<file path="config.mk">
export PLATFORM = sky130hd
export DESIGN_NAME = muldiv_unit
export DESIGN_NICKNAME = d
export VERILOG_FILES = /design/src/rtl/muldiv_unit.sv
export SDC_FILE = /design/constraint.sdc
export NUM_CORES = 1
export LEC_CHECK = 0
export BUFFER_PORTS_ARGS = -buffer_cell sky130_fd_sc_hd__buf_2
export CAP_MARGIN = 20
export CORE_AREA = 2 2 232 234
export DETAILED_ROUTE_END_ITERATION = 12
export DIE_AREA = 0 0 234 236
export PLACE_DENSITY_LB_ADDON = 0.08
export SLEW_MARGIN = 20
export SYNTH_ARGS = -nofsm -noshare
export SYNTH_HDL_FRONTEND = slang
export SYNTH_SLANG_ARGS = --single-unit
</file>
<file path="constraint.sdc">
create_clock -name CLK -period 4.44 [get_ports CLK]
set_clock_uncertainty 0.05 [all_clocks]
set_input_delay 1.11 -clock CLK [delete_from_list [all_inputs] [get_ports CLK]]
set_output_delay 1.11 -clock CLK [all_outputs]
set_load 0.1 [all_outputs]
</file>
<file path="src/rtl/muldiv_unit.sv">
// muldiv_unit: sequential multiply/divide unit that owns the HI/LO pair.
// Produces one bit per cycle over WIDTH cycles, then one fix-up cycle that
// applies the sign correction and commits the result to hi/lo.
module muldiv_unit #(
    parameter int WIDTH = 32,
    parameter int CNT_W = 6
) (
    input  logic             CLK,
    input  logic             RST,
    input  logic             req_valid,
    output logic             req_ready,
    input  logic [5:0]       Funct,
    input  logic [WIDTH-1:0] Rdata1,
    input  logic [WIDTH-1:0] Rdata2,
    output logic             busy,
    output logic             done,
    output logic [WIDTH-1:0] hi,
    output logic [WIDTH-1:0] lo
);

    localparam logic [5:0] FN_MTHI  = 6'h11;
    localparam logic [5:0] FN_MTLO  = 6'h13;
    localparam logic [5:0] FN_MULT  = 6'h18;
    localparam logic [5:0] FN_MULTU = 6'h19;
    localparam logic [5:0] FN_DIV   = 6'h1A;
    localparam logic [5:0] FN_DIVU  = 6'h1B;

    localparam logic [CNT_W-1:0] CNT_LAST = CNT_W'(WIDTH - 1);

    typedef enum logic [1:0] {
        IDLE = 2'd0,
        CALC = 2'd1,
        FIX  = 2'd2
    } state_t;

    // Architectural and working state
    state_t               state_q, state_d;
    logic [CNT_W-1:0]     cnt_q, cnt_d;
    logic [2*WIDTH-1:0]   acc_q, acc_d;
    logic [WIDTH-1:0]     operand_q, operand_d;
    logic                 is_div_q, is_div_d;
    logic                 neg_res_q, neg_res_d;
    logic                 neg_rem_q, neg_rem_d;
    logic                 div_zero_q, div_zero_d;
    logic [WIDTH-1:0]     hi_q, hi_d;
    logic [WIDTH-1:0]     lo_q, lo_d;
    logic                 done_q, done_d;
    logic                 ready_q, ready_d;

    // Request decode and operand conditioning
    logic                 accept;
    logic                 signed_op;
    logic                 a_neg, b_neg;
    logic [WIDTH-1:0]     a_mag, b_mag;

    // Per-iteration datapath values
    logic [WIDTH:0]       mul_sum;
    logic [WIDTH:0]       rem_shift;
    logic [WIDTH-1:0]     rem_diff;
    logic                 rem_fits;
    logic [2*WIDTH-1:0]   prod_fixed;
    logic [WIDTH-1:0]     quot_raw, rem_raw;
    logic [WIDTH-1:0]     quot_fixed, rem_fixed;

    // Shared combinational datapath: operand magnitudes, one multiply step,
    // one restoring-divide step, and the final sign-corrected results.
    always_comb begin
        accept    = req_valid && ready_q;
        signed_op = (Funct == FN_MULT) || (Funct == FN_DIV);
        a_neg     = signed_op && Rdata1[WIDTH-1];
        b_neg     = signed_op && Rdata2[WIDTH-1];
        a_mag     = a_neg ? (~Rdata1 + 1'b1) : Rdata1;
        b_mag     = b_neg ? (~Rdata2 + 1'b1) : Rdata2;

        // Shift-add: acc holds {partial product, remaining multiplier bits}
        mul_sum   = {1'b0, acc_q[2*WIDTH-1:WIDTH]}
                  + (acc_q[0] ? {1'b0, operand_q} : {(WIDTH+1){1'b0}});

        // Restoring divide: acc holds {partial remainder, dividend/quotient}
        rem_shift = {acc_q[2*WIDTH-1:WIDTH], acc_q[WIDTH-1]};
        rem_fits  = rem_shift >= {1'b0, operand_q};
        rem_diff  = rem_shift[WIDTH-1:0] - operand_q;

        prod_fixed = neg_res_q ? (~acc_q + 1'b1) : acc_q;
        quot_raw   = acc_q[WIDTH-1:0];
        rem_raw    = acc_q[2*WIDTH-1:WIDTH];
        quot_fixed = neg_res_q ? (~quot_raw + 1'b1) : quot_raw;
        rem_fixed  = neg_rem_q ? (~rem_raw + 1'b1) : rem_raw;
    end

    // Next-state logic for the IDLE/CALC/FIX sequence and the HI/LO pair
    always_comb begin
        state_d    = state_q;
        cnt_d      = cnt_q;
        acc_d      = acc_q;
        operand_d  = operand_q;
        is_div_d   = is_div_q;
        neg_res_d  = neg_res_q;
        neg_rem_d  = neg_rem_q;
        div_zero_d = div_zero_q;
        hi_d       = hi_q;
        lo_d       = lo_q;
        done_d     = 1'b0;
        ready_d    = ready_q;

        case (state_q)
            IDLE: begin
                if (accept) begin
                    case (Funct)
                        FN_MTHI: hi_d = Rdata2;
                        FN_MTLO: lo_d = Rdata2;
                        FN_MULT, FN_MULTU: begin
                            state_d    = CALC;
                            ready_d    = 1'b0;
                            cnt_d      = '0;
                            is_div_d   = 1'b0;
                            acc_d      = {{WIDTH{1'b0}}, b_mag};
                            operand_d  = a_mag;
                            neg_res_d  = a_neg ^ b_neg;
                            neg_rem_d  = 1'b0;
                            div_zero_d = 1'b0;
                        end
                        FN_DIV, FN_DIVU: begin
                            state_d    = CALC;
                            ready_d    = 1'b0;
                            cnt_d      = '0;
                            is_div_d   = 1'b1;
                            acc_d      = {{WIDTH{1'b0}}, a_mag};
                            operand_d  = b_mag;
                            neg_res_d  = a_neg ^ b_neg;
                            neg_rem_d  = a_neg;
                            div_zero_d = (Rdata2 == '0);
                        end
                        default: ;
                    endcase
                end
            end

            CALC: begin
                if (is_div_q) begin
                    acc_d = {(rem_fits ? rem_diff : rem_shift[WIDTH-1:0]),
                             acc_q[WIDTH-2:0], rem_fits};
                end else begin
                    acc_d = {mul_sum, acc_q[WIDTH-1:1]};
                end
                cnt_d = cnt_q + CNT_W'(1);
                if (cnt_q == CNT_LAST) begin
                    state_d = FIX;
                end
            end

            FIX: begin
                if (is_div_q) begin
                    lo_d = div_zero_q ? {WIDTH{1'b1}} : quot_fixed;
                    hi_d = rem_fixed;
                end else begin
                    hi_d = prod_fixed[2*WIDTH-1:WIDTH];
                    lo_d = prod_fixed[WIDTH-1:0];
                end
                done_d  = 1'b1;
                ready_d = 1'b1;
                cnt_d   = '0;
                state_d = IDLE;
            end

            default: begin
                state_d = IDLE;
                ready_d = 1'b1;
            end
        endcase
    end

    // State register with synchronous active-low reset that aborts any operation
    always_ff @(posedge CLK) begin
        if (!RST) begin
            state_q    <= IDLE;
            cnt_q      <= '0;
            acc_q      <= '0;
            operand_q  <= '0;
            is_div_q   <= 1'b0;
            neg_res_q  <= 1'b0;
            neg_rem_q  <= 1'b0;
            div_zero_q <= 1'b0;
            hi_q       <= '0;
            lo_q       <= '0;
            done_q     <= 1'b0;
            ready_q    <= 1'b1;
        end else begin
            state_q    <= state_d;
            cnt_q      <= cnt_d;
            acc_q      <= acc_d;
            operand_q  <= operand_d;
            is_div_q   <= is_div_d;
            neg_res_q  <= neg_res_d;
            neg_rem_q  <= neg_rem_d;
            div_zero_q <= div_zero_d;
            hi_q       <= hi_d;
            lo_q       <= lo_d;
            done_q     <= done_d;
            ready_q    <= ready_d;
        end
    end

    assign req_ready = ready_q;
    assign busy      = ~ready_q;
    assign done      = done_q;
    assign hi        = hi_q;
    assign lo        = lo_q;

endmodule

</file>
Word level (Yosys, flattened, before mapping)
Index checks and enable logic that the tools add are counted.
{ "op_classes": {"add_sub_neg": 8, "n_mul": 0, "n_div": 0, "n_lt_le_gt_ge": 1, "eq_ne": 15, "shift": 0, "n_mux": 35, "bitwise_logic": 8, "n_reduce_logical": 21} }
{ "ops": {"columns": ["op", "count"], "rows": [
  ["$mux W32", 13],
  ["$pmux W64 S2", 2],
  ["$mux W64", 3],
  ["$pmux W32 S2", 3],
  ["$add A32 B1 Y32 const B", 4],
  ["$not A32 Y32", 4],
  ["$add A64 B1 Y64 const B", 1],
  ["$not A64 Y64", 1],
  ["$eq A6 B5 Y1 const B", 7],
  ["$add A32 B32 Y33", 1],
  ["$ge A33 B32 Y1", 1],
  ["$logic_not A32 Y1", 1],
  ["$sub A32 B32 Y32", 1],
  ["$reduce_and A3 Y1", 8],
  ["$pmux W6 S3", 1],
  ["$mux W6", 2],
  ["$pmux W1 S2", 4],
  ["$add A6 B1 Y6 const B", 1],
  ["$mux W2", 3],
  ["$ne A2 B2 Y1 const B", 3],
  ["$reduce_bool A2 Y1", 3],
  ["$ne A2 B1 Y1 const B", 2],
  ["$pmux W2 S2", 1],
  ["$reduce_or A2 Y1", 2],
  ["other kinds (11)", 16]
]} }
{ "word_totals": {"reg_bits": 174, "latchBits": 0, "ram_bits": 0, "mem_bits_ro": 0, "inputBits": 73, "output_inout_bits": 67, "wordCells": 100, "memories": 0} }

Logic depth before layout (Yosys ltp)
Gate-level depths: netlist (run 1).
{ "logic_depth": {"depth_word": 7, "mapped_depth": 14} }

Least setup slack after synthesis (run 1)
No wires, ideal clock.
{ "synth_path": {"kind": "in2reg", "from": "in Rdata1[0]", "to": "reg operand_q[26]", "setup_time_ns": 0.134, "t_arrival_ns": 3.396, "required_time_ns": 4.256, "setup_slack_ns": 0.860, "path_stages": 10, "n_path_buf": 0, "path_cell_list": "inv_1 -> ha_1 -> or3b_2 -> nor4_2 -> nand4_1 -> or2_2 -> o41ai_1 -> xnor2_1 -> a221oi_1 -> a211oi_1"} }
{ "synth_via": {"elab_chain_cells": 4} }
{ "synth_lines": {"columns": ["item", "line_no", "rtl"], "rows": [
  ["start: declaration", "13", "input logic [WIDTH-1:0] Rdata1,"],
  ["$not A32 Y32", "72", "a_mag = a_neg ? (~Rdata1 + 1'b1) : Rdata1;"],
  ["$add A32 B1 Y32", "72", null],
  ["$mux W32", "72", null],
  ["$pmux W32 S2", "109", "case (Funct)"],
  ["end signal: assignment", "192", "operand_q <= operand_d;"],
  ["end: declaration", "40", "logic [WIDTH-1:0] operand_q, operand_d;"]
]} }
Every way passes these cells.
A chain may end at the register's enable or synchronous reset.

Final worst setup path (run 1)
{ "layout_path": {"from": "reg acc_q[31]", "to": "reg acc_q[58]"} }
{ "layout_via": {"elab_chain_cells": 4} }
{ "layout_lines": {"columns": ["item", "line_no", "rtl"], "rows": [
  ["start: declaration", "39", "logic [2*WIDTH-1:0] acc_q, acc_d;"],
  ["start signal: assignment", "178", "acc_q <= '0;"],
  ["start signal: assignment", "191", "acc_q <= acc_d;"],
  ["$sub A32 B32 Y32 / $ge A33 B32 Y1 (equally long branches)", "82, 81", null],
  ["$mux W32 *", "141", "acc_d = {(rem_fits ? rem_diff : rem_shift[WIDTH-1:0]),"],
  ["$mux W64 *", "140", "if (is_div_q) begin"],
  ["$pmux W64 S2 *", "106", "case (state_q)"]
]} }
Mark *: on every way between the ends. The rest lies on a longest branch, timed or not.

==> results of run 1 <==
[stage by stage]
stage | instances | worst slack, ns | util [%]
floorplan | 1980 | 0.8596 | -
CTS | 2781 | 0.5818 | 31.64
finish | 2785 | 0.5717 | 31.65
detailed placement | 2749 | 0.5046 | 30.55
global placement | 2749 | 0.5357 | 30.55
global route | 2782 | 0.3425 | 31.64
[cell usage after synthesis (all sizes together), types with 16 or more instances]
cell | instances | share of area (%)
xor2 | 78 | 4.7
a21oi | 205 | 7.0
o21ai | 126 | 4.3
a221oi | 23 | 1.4
a31oi | 30 | 1.3
nor3 | 46 | 1.6
mux2i | 54 | 3.7
nand2 | 174 | 4.5
a22oi | 28 | 1.4
o31ai | 28 | 1.5
nand3 | 22 | 0.76
and3 | 16 | 0.69
a211oi | 61 | 3.1
ha | 69 | 5.9
dfxtp | 174 | 24
inv | 68 | 1.8
xnor2 | 91 | 5.5
clkbuf | 123 | 3.2
nor2 | 228 | 5.9
nor4 | 21 | 1.2
a21o | 38 | 2.0
o221ai | 34 | 2.0
or4 | 18 | 1.0
[final timing paths]
path / from / endpoint / slack (ns)
min reg2reg: operand_q[16]$_SDFFE_PN0P_ / operand_q[16]$_SDFFE_PN0P_ / 0.40
max: acc_q[31]$_SDFFE_PN0P_ / acc_q[58]$_SDFFE_PN0P_ / 0.57
min: operand_q[16]$_SDFFE_PN0P_ / operand_q[16]$_SDFFE_PN0P_ / 0.40
max reg2reg: acc_q[31]$_SDFFE_PN0P_ / acc_q[58]$_SDFFE_PN0P_ / 0.57
[layer usage]
layer | global-route usage [%] | wire length, um | up-vias
li1 | - | - | 7440
met1 | 34.96 | 33150 | 7503
met2 | 37.72 | 29720 | 446
met3 | 3.917 | 3661 | 68
met4 | 6.962 | 1660 | 0
met5 | 0 | 0 | -
[layout make-up]
type	instances	area, sq um	share of cell area (%)
inverters	68	255.2	1.519
multi-input cells	1600	10350	61.63
diodes	4	10.01	0.05959
flip-flops and latches	174	3485	20.74
clock buffers	19	442.9	2.637
well taps	696	870.8	5.184
clock inverters	13	132.6	0.7895
repair buffers	211	1249	7.433
[power breakdown]
part,internal (W),total [W],switching (W)
registers,0.00159,0.00163,0.0000401
logic,0.000326,0.000990,0.000663
clock network,0.000799,0.00158,0.000780
[flip-flops by register name, indices dropped and copies added, names as in the netlist]
name	cells
is_div_q	1
lo	32
state_q	2
div_zero_q	1
operand_q	32
acc_q	64
hi	32
done	1
neg_rem_q	1
cnt_q	6
req_ready	1
neg_res_q	1
[worst max-delay path, cell delays in order, from the launching register on]
cell and delay [ns]:
dfxtp_1 0.38, inv_1 0.14, ha_1 0.19, inv_1 0.06
fa_1 0.39, a21o_1 0.19, a221oi_1 0.56, nand3_1 0.24
a31o_2 0.34, nor4b_1 0.19, o311ai_0 0.50, a21boi_0 0.17
o31a_1 0.25, o21ai_0 0.12
[cells by family after synthesis]
kind of cell | synth area share [%]
flops | 23.91
compound gates | 29.84
simple gates | 20.52
buf+inv | 5.351
xor+xnor | 10.16
fa+ha+maj | 6.201
mux | 4.020
==> flow_metrics.env, run 1 <==
export IMPL_status="complete, no violations"
export IMPL_post_cts_buffers=0
export IMPL_synth_main_ff_cell="dfxtp_1"
export IMPL_antenna_found_initial=2
export IMPL_overflow=0
export IMPL_drive_above_1_share_pct=13.72
export IMPL_ir_worst_vdd_uv=301.3
export IMPL_syn_nets=2124
export IMPL_synth_async_sr_flop_share_pct=0
export IMPL_cts_clk_slew_worst_paths_ns=0.08
export IMPL_fin_hold_ws_ns=0.4044
export IMPL_hold_viol=0
export IMPL_cts_root_buffer="clkbuf_16"
export IMPL_crit_type="reg -> reg"
export IMPL_worstMarginPinSlew_ns=1.071
export IMPL_power_leakage_nw=6.839
export IMPL_drc=0
export IMPL_areaGrowthSynthToFinish_pct=15.31
export IMPL_drt_iter0_markers=1249
export IMPL_routabilityCongestion=0.9350
export IMPL_cts_tree="yes"
export IMPL_start_util_pct=27.45
export IMPL_ys_types=75
export IMPL_cts_resized_gates=0
export IMPL_grt_pass1_vias=14810
export IMPL_crit_path_end_kind="register"
export IMPL_clk_latency_ns=0.50
export IMPL_dr_pass1_iters=6
export IMPL_power_w=0.004196
export IMPL_tns_ns=0
export IMPL_clockBufferDepth=2
export IMPL_synth_edff_count=0
export IMPL_final_net_count=2216
export IMPL_syn_avg_cell_area_sq_um=7.357
export IMPL_die_area_sq_um=55220
export IMPL_cp_arrival_ns=4.23
export IMPL_min_path_cells=2
export IMPL_cap_violations=0
export IMPL_ctsHoldBuffers=0
export IMPL_design_area_sq_um=16800
export IMPL_num_io_pins=140
export IMPL_seq_area_frac_synth_pct=23.91
export IMPL_drv_slew=0
export IMPL_dpl_hpwl_um=53390
export IMPL_num_rows=85
export IMPL_die_width_um=234
export IMPL_syn_area_sq_um=14570
export IMPL_crit_required_ns=4.80
export IMPL_cts_buffers_inserted=17
export IMPL_max_slew_margin_pct=28.41
export IMPL_ys_seq_elements=174
export IMPL_layout_commonest_cell="nor2_1"
export IMPL_numPortBuffers=139
export IMPL_p_per_area_nw_per_um2=249.8
export IMPL_crit_path_start_kind="register"
export IMPL_routedWlPerCell_um=24.48
export IMPL_die_h_um=236
export IMPL_setup_viol=0
export IMPL_place_area_sq_um=16210
export IMPL_grt_max_degree=60
export IMPL_layout_common_cells="226 x nor2_1, 204 x a21oi_1, 174 x nand2_1"
export IMPL_hp_class="reg -> reg"
export IMPL_fmax_mhz=258.5
export IMPL_htreeDepth=4
export IMPL_cts_sinks=174
export IMPL_post_route_period_util_pct=87.12
export IMPL_core_sq_um=53070
export IMPL_ant_nets=0
export IMPL_postSynthCellCount=1980
export IMPL_vias_per_cell=5.550
export IMPL_rsz0062_at_grt="false"
export IMPL_grt_pass1_wl_um=99610
export IMPL_min_period_ns=3.868
export IMPL_track_usage_pct=24.50
export IMPL_num_fill_cells=5735
export IMPL_vias=15460
export IMPL_r2r_cells=13
export IMPL_yosysWarnings=0
export IMPL_finalWirelength_um=68190
export IMPL_crit_fanout=5
Power figures use the tool's default switching activity.
==> run 2: changes to the inputs <==
- CORE_AREA: 2 2 232 234 -> 2 2 174 176
- DIE_AREA: 0 0 234 236 -> 0 0 176 178
==> run 2 against run 1 <==
  * Flip-flop and latch count unchanged
  * Core utilization up 24 points
  * Sequential power about the same
  * Largest power group unchanged
==> flow_metrics.env, run 2 (synthesis gave the netlist of run 1 again) <==
export IMPL_vias_per_cell=6.443
export IMPL_drc=0
export IMPL_power_w=0.004162
export IMPL_routabilityCongestion=0.9919
export IMPL_vias=15840
export IMPL_cp_buffers_inverters=1
export IMPL_dp_slack_ns=0.4109
export IMPL_cts_buffers_inserted=17
export IMPL_clk_latency_ns=0.45
export IMPL_grt_max_degree=73
export IMPL_tns_ns=0
export IMPL_overflow=0
export IMPL_grt_pass1_wl_um=87180
export IMPL_die_width_um=176
export IMPL_fin_ws_ns=0.5693
export IMPL_hp_class="reg -> reg"
export IMPL_regMostFlops="acc_q"
export IMPL_cts_resized_gates=0
export IMPL_drive_above_1_share_pct=13.01
export IMPL_rsz0062_at_grt="false"
export IMPL_numPortBuffers=139
export IMPL_max_slew_margin_pct=30.33
export IMPL_fin_util_pct=55.38
export IMPL_p_per_area_nw_per_um2=255.7
export IMPL_ant_nets=0
export IMPL_start_util_pct=49.55
export IMPL_grt_pass1_vias=14400
export IMPL_cts_tree="yes"
export IMPL_crit_fanout=4
export IMPL_core_sq_um=29400
export IMPL_fmax_mhz=258.3
export IMPL_critPathTopFamily="compound AO/OA/AOI/OAI gates"
export IMPL_post_route_period_util_pct=87.18
export IMPL_cp_arrival_ns=4.19
export IMPL_crit_required_ns=4.76
export IMPL_ctsHoldBuffers=0
export IMPL_htreeDepth=4
export IMPL_ir_worst_vdd_uv=262.0
export IMPL_num_rows=63
export IMPL_crit_path_end_kind="register"
export IMPL_critPathMaxStageDelay_ns=0.54
export IMPL_areaGrowthSynthToFinish_pct=11.77
export IMPL_cap_violations=0
export IMPL_track_usage_pct=36.63
export IMPL_dr_pass1_iters=8
export IMPL_antenna_found_initial=1
export IMPL_clockBufferDepth=2
export IMPL_cts_sinks=174
export IMPL_multi_input_area_sq_um=10340
export IMPL_layout_commonest_cell="nor2_1"
export IMPL_num_fill_cells=2858
export IMPL_drv_slew=0
export IMPL_largest_register_ffs=64
export IMPL_antenna_cells=0
export IMPL_crit_type="reg -> reg"
export IMPL_setup_viol=0
export IMPL_ff2ff_setup_slack_ns=0.57
export IMPL_final_net_count=2199
export IMPL_seqCellArea_sq_um=3485
export IMPL_fin_hold_ws_ns=0.4033
export IMPL_num_io_pins=140
export IMPL_finalWirelength_um=58170
export IMPL_power_leakage_nw=6.771
export IMPL_crit_chain="ha_1 -> inv_1 -> fa_1 -> a21o_1 -> a221oi_1 -> nand3_1 -> a31o_2 -> nor4b_1 -> o311ai_0 -> a21boi_0 -> o31a_1 -> o21ai_0"
export IMPL_crit_path_start_kind="register"
export IMPL_post_cts_buffers=0
export IMPL_layout_common_cells="226 x nor2_1, 205 x a21oi_1, 174 x nand2_1"
export IMPL_status="complete, no violations"
export IMPL_cp_slowest_cell="o311ai_0"
export IMPL_min_period_ns=3.871
export IMPL_routedWlPerCell_um=23.66
export IMPL_drt_iter0_markers=1737
export IMPL_hold_viol=0
export IMPL_dpl_hpwl_um=44780
export IMPL_die_h_um=178
export IMPL_die_area_sq_um=31330
export IMPL_cts_clk_slew_worst_paths_ns=0.07
export IMPL_worstMarginPinSlew_ns=1.035
export IMPL_cts_root_buffer="clkbuf_16"
run 2: cell type report:
cell class	count	area share [%]
clock inverters	15	0.9990
multi-input cells	1600	63.54
repair buffers	194	6.885
flip-flops and latches	174	21.40
well taps	390	2.997
clock buffers	17	2.613
inverters	68	1.568
run 2: routing by layer:
metal	vias up	global-route usage (%)	routed length, um
li1	7395	-	-
met1	7479	51.53	25730
met2	851	54.41	24150
met3	113	7.609	5879
met4	0	14.91	2407
met5	-	0	0
run 2: path summary, 6_finish.rpt:
check / start / end / cells past startpoint
hold / removal: cnt_q[5]$_SDFFE_PN0P_ / cnt_q[5]$_SDFFE_PN0P_ / 1
setup reg to reg: operand_q[0]$_SDFFE_PN0P_ / acc_q[58]$_SDFFE_PN0P_ / 12
hold reg to reg: cnt_q[5]$_SDFFE_PN0P_ / cnt_q[5]$_SDFFE_PN0P_ / 1
setup / recovery: operand_q[0]$_SDFFE_PN0P_ / acc_q[58]$_SDFFE_PN0P_ / 12
run 2: worst register-to-register path: stages, from the launching register on:
cell      delay (ns)
dfxtp_1         0.44
ha_1            0.24
inv_1           0.06
fa_1            0.40
a21o_1          0.20
a221oi_1        0.51
nand3_1         0.26
a31o_2          0.35
nor4b_1         0.18
o311ai_0        0.54
a21boi_0        0.18
o31a_1          0.26
o21ai_0         0.13
run 2: per-stage QoR:
step	instance area [sq um]	instances
2_1_floorplan	14570	1980
3_3_place_gp	15690	2426
3_5_place_dp	15690	2426
4_1_cts	16280	2458
5_1_grt	16280	2458
6_report	16280	2458
run 2: power breakdown:
| group | internal (W) | leakage, nW | switching (W) |
|---|---|---|---|
| clock network | 0.000841 | 0.286 | 0.000743 |
| registers | 0.00159 | 1.41 | 0.0000360 |
| logic | 0.000317 | 5.08 | 0.000638 |
